## src/rtl/riscv_pipe_pkg.sv

```systemverilog
// ---------------------------------------------------------------
// riscv_pipe_pkg : shared pipeline widths, PC defaults, FSM states
// Revision 1.0
// ---------------------------------------------------------------
`default_nettype none

package riscv_pipe_pkg;

  localparam int XLEN        = 32;
  localparam int INSTR_BYTES = 4;

  localparam logic [XLEN-1:0] DEF_RESET_PC    = 32'h0000_0000;
  localparam logic [XLEN-1:0] DEF_TRAP_VECTOR = 32'h0000_0100;

  typedef enum logic [1:0] {
    BOOT = 2'd0,
    RUN  = 2'd1,
    HOLD = 2'd2
  } pc_state_e;

  function automatic logic is_misaligned(input logic [XLEN-1:0] addr);
    return addr[1:0] != 2'b00;
  endfunction

endpackage

`default_nettype wire

```

## src/rtl/pc_redirect_ctrl_sat_counter.sv

```systemverilog
// ---------------------------------------------------------------
// sat_counter : W-bit up counter that sticks at all-ones
// Revision 1.0
// ---------------------------------------------------------------
`default_nettype none

module sat_counter #(
  parameter int W = 16
) (
  input  logic         clk,
  input  logic         rst,
  input  logic         inc,
  output logic [W-1:0] q
);

  always_ff @(posedge clk) begin
    if (rst) begin
      q <= '0;
    end else if (inc && (q != {W{1'b1}})) begin
      q <= q + 1'b1;
    end
  end

endmodule

`default_nettype wire

```

## src/rtl/pc_redirect_ctrl.sv

```systemverilog
// ---------------------------------------------------------------
// pc_redirect_ctrl : fetch PC generator with redirect, stall, trap
// Revision 1.0
// ---------------------------------------------------------------
`default_nettype none

module pc_redirect_ctrl
  import riscv_pipe_pkg::*;
#(
  parameter logic [31:0] RESET_PC    = DEF_RESET_PC,
  parameter logic [31:0] TRAP_VECTOR = DEF_TRAP_VECTOR,
  parameter int          CNT_W       = 16
) (
  input  logic             clk,
  input  logic             rst,
  input  logic             stall_i,
  input  logic             redirect_i,
  input  logic [31:0]      redirect_tgt_i,
  output logic [31:0]      pc_o,
  output logic             pc_valid_o,
  output logic             flush_fd_o,
  output logic             flush_de_o,
  output logic             trap_o,
  output logic [31:0]      bad_addr_o,
  output logic [CNT_W-1:0] redirect_cnt_o
);

  pc_state_e   state;
  pc_state_e   next_state;
  logic [31:0] next_pc;
  logic        next_valid;
  logic        next_trap;
  logic [31:0] next_bad;
  logic        accept;

  always_ff @(posedge clk) begin
    if (rst) begin
      state      <= BOOT;
      pc_o       <= RESET_PC;
      pc_valid_o <= 1'b0;
      trap_o     <= 1'b0;
      bad_addr_o <= '0;
    end else begin
      state      <= next_state;
      pc_o       <= next_pc;
      pc_valid_o <= next_valid;
      trap_o     <= next_trap;
      bad_addr_o <= next_bad;
    end
  end

  always_comb begin
    next_state = state;
    next_pc    = pc_o;
    next_valid = pc_valid_o;
    next_trap  = 1'b0;
    next_bad   = bad_addr_o;
    accept     = 1'b0;
    case (state)
      BOOT: begin
        next_state = RUN;
        next_valid = 1'b1;
      end
      RUN, HOLD: begin
        if (redirect_i) begin
          // A redirect always leaves HOLD: the stalled instruction is being flushed anyway.
          accept     = 1'b1;
          next_state = RUN;
          if (is_misaligned(redirect_tgt_i)) begin
            next_pc   = TRAP_VECTOR;
            next_trap = 1'b1;
            next_bad  = redirect_tgt_i;
          end else begin
            next_pc = redirect_tgt_i;
          end
        end else if (stall_i) begin
          next_state = HOLD;
        end else begin
          next_state = RUN;
          next_pc    = pc_o + 32'(INSTR_BYTES);
        end
      end
      default: begin
        next_state = BOOT;
        next_valid = 1'b0;
      end
    endcase
  end

  // Flushes are combinational so the PC buffers clear on the same edge the new PC loads.
  assign flush_fd_o = accept & ~rst;
  assign flush_de_o = accept & ~rst;

  sat_counter #(
    .W (CNT_W)
  ) u_redirect_cnt (
    .clk (clk),
    .rst (rst),
    .inc (accept),
    .q   (redirect_cnt_o)
  );

endmodule

`default_nettype wire

```

## config.mk

```make
export PLATFORM = sky130hd
export DESIGN_NAME = pc_redirect_ctrl
export DESIGN_NICKNAME = d
export VERILOG_FILES = /design/src/rtl/riscv_pipe_pkg.sv /design/src/rtl/pc_redirect_ctrl_sat_counter.sv /design/src/rtl/pc_redirect_ctrl.sv
export SDC_FILE = /design/constraint.sdc
export NUM_CORES = 1
export LEC_CHECK = 0
export CORE_MARGIN = 3
export CORE_UTILIZATION = 47
export CTS_BUF_LIST = sky130_fd_sc_hd__clkbuf_16
export CTS_CLUSTER_SIZE = 25
export DETAILED_ROUTE_END_ITERATION = 8
export PLACE_DENSITY = 0.8
export SLEW_MARGIN = 20
export SYNTH_ARGS = -nofsm -noshare
export SYNTH_HDL_FRONTEND = slang
export SYNTH_SLANG_ARGS = --single-unit
```

## constraint.sdc

```tcl
create_clock -name clk -period 3 [get_ports clk]
set_input_delay 0.9 -clock clk [delete_from_list [all_inputs] [get_ports clk]]
set_output_delay 0.9 -clock clk [all_outputs]
set_load 0.03 [all_outputs]
```

==> summary.txt, run 1 <==
top achievable clock speed -> 0.3554 GHz
Worst Setup End Kind -> output pin
RSZ-0062 raised after global routing -> false
maximum capacitance violations -> 0
total power -> 2.795 mW
WP data required -> 2.10 ns
DIE AREA -> 9671 µm²
cell-internal power -> 2.007 mW
fillers -> 669
number of global-route vias before repair -> 4165
Final Max Tran Viols -> 0
DR DRC count -> 0
final hold viol count -> 0
GR Util met3 -> 5.286%
Clock transition at path regs -> 0.07 ns
largest family of logic cells by synthesized area -> simple AND/OR/NAND/NOR gates
run status -> finished clean
WL final -> 12.28 mm
Overflow after GRT -> 0
register area share after synthesis -> 41.96%
post-DP HPWL -> 8.899 mm
Clock Latency Late Sink -> 0.33 ns
M1 GR Usage -> 33.75%
IO Pins -> 120
syn nets -> 537
Final Skew -> 0.008398 ns
CP max stage cell -> clkdlybuf4s50_1
DRT iter0 DRCs -> 246
Clock Power Share -> 40.2%
synthesized flop and latch total -> 84
number of flops mapped to enable cells by yosys -> 0
Setup Fix Bufs, Post-CTS -> 0
via count -> 4270
PortBufs -> 119
top_reg_cell synth -> dfxtp_1
Switching Share -> 28.20%
Yosys cell types -> 69
htree depth -> 3
area leader, netlist -> dfxtp_1
CTS Buf Count -> 9
leakage -> 1.937 nW
CTS hold repair buffers -> 0
final instance area -> 5660 µm²
Gate power share -> 16.7%
Psw -> 788.1 µW
first-pass GRT wire length -> 20.69 mm
Synth async-reset ratio -> 0%
CTS sink cnt -> 84
Ant. Diodes -> 0
mux cell area share after synthesis -> 1.280%
Seq pwr share -> 43.1%
minimum clock period after layout -> 2.814 ns
post-synthesis compound-gate area fraction -> 19.51%
global routing's busiest layer -> met2
Post-DP Area -> 5361 µm²
pwr dens -> 493.7 nW/µm²
Die Ht -> 98.34 µm
Syn Area/Cell -> 8.064 µm²
max_slew headroom -> 46.50%
core box area -> 8258 µm²
gr usage total -> 25.70%
CP Launch Type -> primary input
Initial Util -> 48.53%
initial antenna violation count -> 0
Worst VDD drop -> 305.1 µV
Synth top area share -> 41.96%
Post-Synth Simple-Gate Area -> 28.57%
CP Class -> in2out
drt pass-1 iters -> 5
Gate Count Post-Synth -> 497
critical path, cell by cell -> clkdlybuf4s50_1 > nand2_1 > nor2_2 > buf_4
post-CTS sizing -> 0
Die Wd -> 98.34 µm
Sum Neg Setup Slack -> 0 ns
pin count of the biggest net entering global routing -> 34
fraction of layout cells with a size suffix above 1 -> 9.410%
DR vias/cell -> 5.833
area delta synth->final -> 41.24%
Final setup viols -> 0
WHS -> 0.4546 ns
Post-Synth XOR/XNOR Area -> 3.060%
hold depth -> 2
Synth Warn # -> 0
actual slew at the worst max-slew pin -> 0.7963 ns
WL/cell -> 16.77 µm
Arrival @ worst endpoint -> 1.91 ns
CTS max path bufs -> 2
Hold Crit Class -> reg2reg
synthesized area -> 4008 µm²
Final period util -> 93.80%
ANT nets after route -> 0
FF-to-FF path depth -> 6
Root Buffer -> clkbuf_16
crit-path max cell delay -> 0.52 ns
Post-Synth Adder-Cell Area -> 1.249%
CTS tree -> yes
Placer Congestion -> 0.9340
Placement Rows -> 33
Nets -> 662
Max FO, Critical Path -> 4
routing usage on met2 -> 42.23%
Area contributors post-synth -> dfxtp_1 (42%), nand2_1 (9.1%), a21oi_1 (5.9%)
[layout by cell type (no fill, tap or decap), drive strengths merged, types with 14 or more instances in the layout]
master | netlist | final
a21oi | 47 | 47
buf | 9 | 24
clkdlybuf4s50 | 0 | 116
dfxtp | 84 | 84
nand2 | 97 | 97
nand3 | 17 | 17
nand4 | 14 | 14
nor2 | 46 | 46
nor3 | 15 | 15
o21ai | 17 | 17
[worst max-delay path: cells and delay by family]
kind	cells	cell delay (ns)
buffers and inverters	2	0.70
and+or+nand+nor	2	0.30
[metal layers]
| metal | wire length [µm] | share of wire [%] |
|---|---|---|
| met3 | 904 | 7.4 |
| met4 | 221 | 1.8 |
| met2 | 5952 | 48 |
| met5 | 0 | 0 |
| met1 | 5199 | 42 |
[layout make-up]
cell class / instances / area, µm² / area share, %
inverters: 10 / 37.54 / 0.6631
clock buffers: 9 / 225.2 / 3.979
multi-input cells: 377 / 2160 / 38.15
repair buffers: 140 / 1351 / 23.87
clock inverters: 7 / 73.82 / 1.304
well taps: 105 / 131.4 / 2.321
flip-flops and latches: 84 / 1682 / 29.71
[cells by family after synthesis]
group,Yosys count
adder cells (fa/ha/maj),4
XOR/XNOR,14
AO/OA/AOI/OAI,122
flip-flops,84
AND/OR/NAND/NOR,232
buffers and inverters,36
multiplexers,5
[state kept, by name (all words and copies together) (netlist names)]
register,flops
pc_o,32
trap_o,1
u_redirect_cnt.q,16
state,2
pc_valid_o,1
bad_addr_o,32
[worst paths after layout]
check,from,endpoint,slack [ns]
setup / recovery,redirect_i,flush_fd_o,0.19
hold / removal,bad_addr_o[5],bad_addr_o[5],0.45
setup reg to reg,pc_o[2],pc_o[18],0.74
hold reg to reg,bad_addr_o[5],bad_addr_o[5],0.45
[power by group through the flow]
| stage | Combinational [mW] | Clock (mW) | Sequential, mW |
|---|---|---|---|
| 3_5_place_dp | 0.465 | 0 | 1.23 |
| 4_1_cts | 0.468 | 1.13 | 1.20 |
| 2_1_floorplan | 0.168 | 0 | 1.31 |
| 5_1_grt | 0.501 | 1.18 | 1.21 |
| 6_report | 0.467 | 1.12 | 1.21 |
| 3_3_place_gp | 0.458 | 0 | 1.23 |
[Yosys cell counts, types with 4 or more instances]
cell type	count
and3_1	5
and2_1	5
o21ai_0	12
a211oi_1	7
nand2_1	97
o21ai_1	5
nand4_1	13
clkbuf_1	16
nor3_1	15
xnor2_1	12
a31oi_1	5
o211ai_1	4
o311ai_0	4
nand3_1	17
a21oi_1	47
nor2_1	46
a22oi_1	8
o22ai_1	4
inv_1	9
ha_1	4
mux2i_1	4
dfxtp_1	84
[per-stage QoR]
| stage | std cells | setup slack (ns) | util (%) |
|---|---|---|---|
| final | 732 | 0.1859 | 68.55 |
| after global routing | 732 | 0.1212 | 68.55 |
| after CTS | 732 | 0.1795 | 68.55 |
| after detailed placement | 716 | 0.1820 | 64.92 |
| after global placement | 716 | 0.1857 | 64.92 |
| after floorplan | 497 | 0.1440 | - |
Power figures use the tool's default switching activity.
==> inputs of run 2 (changes only) <==
- CAP_MARGIN: unset -> 40
- CTS_CLUSTER_SIZE: 25 -> unset
==> results of run 2 <==
The final DEF is identical to that of run 1; final timing and power are the same.
==> inputs of run 3 (changes only) <==
- CORE_ASPECT_RATIO: unset -> 1.25
==> summary.txt, run 3 (synthesis results as in run 1) <==
Setup Fix Bufs, Post-CTS -> 0
gr usage total -> 26.06%
Post-DP Area -> 5344 µm²
Final Max Tran Viols -> 0
most frequent cells in the layout -> clkdlybuf4s50_1 (116), nand2_1 (97), dfxtp_1 (84)
Placement Rows -> 37
Seq pwr share -> 43.0%
non-filler cells, final -> 724
RR Startpoint -> pc_o[2]
cell-internal power -> 2.008 mW
pwr dens -> 496.4 nW/µm²
run status -> finished clean
Worst Setup End Kind -> output pin
Gate power share -> 16.6%
Overflow after GRT -> 0
HP Start -> bad_addr_o[13]
Max FO, Critical Path -> 5
CTS tree -> yes
Psw -> 796.1 µW
CTS Buf Count -> 9
DRT iter0 DRCs -> 258
CTS sink cnt -> 84
PortBufs -> 119
Die Ht -> 109.2 µm
final instance area -> 5648 µm²
Switching Share -> 28.39%
WP data required -> 2.10 ns
DR DRC count -> 0
DIE AREA -> 9678 µm²
pin count of the biggest net entering global routing -> 53
Clock Power Share -> 40.3%
total power -> 2.804 mW
number of global-route vias before repair -> 4000
Clock transition at path regs -> 0.06 ns
CTS hold repair buffers -> 0
initial antenna violation count -> 0
leakage -> 1.933 nW
Placer Congestion -> 0.9202
Nets -> 662
CP Launch Type -> primary input
htree depth -> 3
Die Wd -> 88.59 µm
fillers -> 662
Final setup viols -> 0
fraction of layout cells with a size suffix above 1 -> 9.410%
Ant. Diodes -> 0
Final Skew -> 0.01008 ns
post-CTS sizing -> 0
RSZ-0062 raised after global routing -> false
max_slew headroom -> 58.38%
dpl cells -> 707
minimum clock period after layout -> 2.789 ns
Sum Neg Setup Slack -> 0 ns
core box area -> 8287 µm²
final hold viol count -> 0
Final period util -> 92.98%
critical path launch point -> redirect_i
Hold Crit Class -> reg2reg
drt pass-1 iters -> 5
DR vias/cell -> 5.935
first-pass GRT wire length -> 19.74 mm
Initial Util -> 48.36%
WL/cell -> 16.96 µm
Clock Latency Late Sink -> 0.35 ns
actual slew at the worst max-slew pin -> 0.6220 ns
Arrival @ worst endpoint -> 1.89 ns
area delta synth->final -> 40.93%
top achievable clock speed -> 0.3585 GHz
Root Buffer -> clkbuf_16
post-DP HPWL -> 8.730 mm
most common library cell in the layout ignoring fill and taps -> clkdlybuf4s50_1
IO Pins -> 120
Worst VDD drop -> 440.1 µV
ANT nets after route -> 0
WL final -> 12.28 mm
top flop regs -> bad_addr_o (32), pc_o (32), u_redirect_cnt.q (16)
CP Class -> in2out
CTS max path bufs -> 2
via count -> 4297
maximum capacitance violations -> 0
==> run 3: changes by cell type in the layout (fill, tap and decap cells not counted) <==
cell / change
buf_4: -1
inv_6: +1
clkbuf_2: +1
clkinv_4: -1
==> run 3: area by class of cell <==
| type | count | area (µm²) | area share, % |
|---|---|---|---|
| flip-flops and latches | 84 | 1682 | 29.77 |
| multi-input cells | 377 | 2160 | 38.24 |
| repair buffers | 140 | 1349 | 23.88 |
| well taps | 97 | 121.4 | 2.149 |
| clock buffers | 9 | 225.2 | 3.988 |
| clock inverters | 7 | 73.82 | 1.307 |
| inverters | 10 | 37.54 | 0.6646 |
==> run 3: power groups by stage <==
stage / clock (mW) / combinational [mW] / sequential [mW]
after floorplan: 0 / 0.168 / 1.31
after global placement: 0 / 0.457 / 1.23
after detailed placement: 0 / 0.465 / 1.23
after CTS: 1.14 / 0.468 / 1.21
after global routing: 1.19 / 0.502 / 1.21
final: 1.13 / 0.466 / 1.21
==> run 3: stage by stage <==
stage	hold WS, ns	util, %	setup WS, ns
after CTS	0.4543	68.10	0.1971
final	0.4532	68.16	0.2106
after floorplan	0.5546	-	0.1440
after global routing	0.4731	68.16	0.1410
after global placement	0.4408	64.49	0.1886
after detailed placement	0.4453	64.49	0.2137
==> run 3: final timing paths <==
| path | endpoint | slack (ns) | cells after the start |
|---|---|---|---|
| worst max-delay path | flush_de_o | 0.21 | 4 |
| worst min register to register | bad_addr_o[13] | 0.45 | 2 |
| worst max register to register | pc_o[28] | 0.68 | 6 |
| worst min-delay path | bad_addr_o[13] | 0.45 | 2 |
==> run 3: critical path, cell delays in order <==
cell,delay [ns]
clkdlybuf4s50_1,0.50
nand2_1,0.16
nor2_2,0.15
buf_4,0.18
==> run 3: metal layers <==
metal | share of wire, % | routed length [µm] | global-route usage, %
met4 | 2.3 | 282 | 11.77
met5 | 0 | 0 | 0
met1 | 40 | 4950 | 31.37
met3 | 6.2 | 758 | 5.215
met2 | 51 | 6291 | 44.28
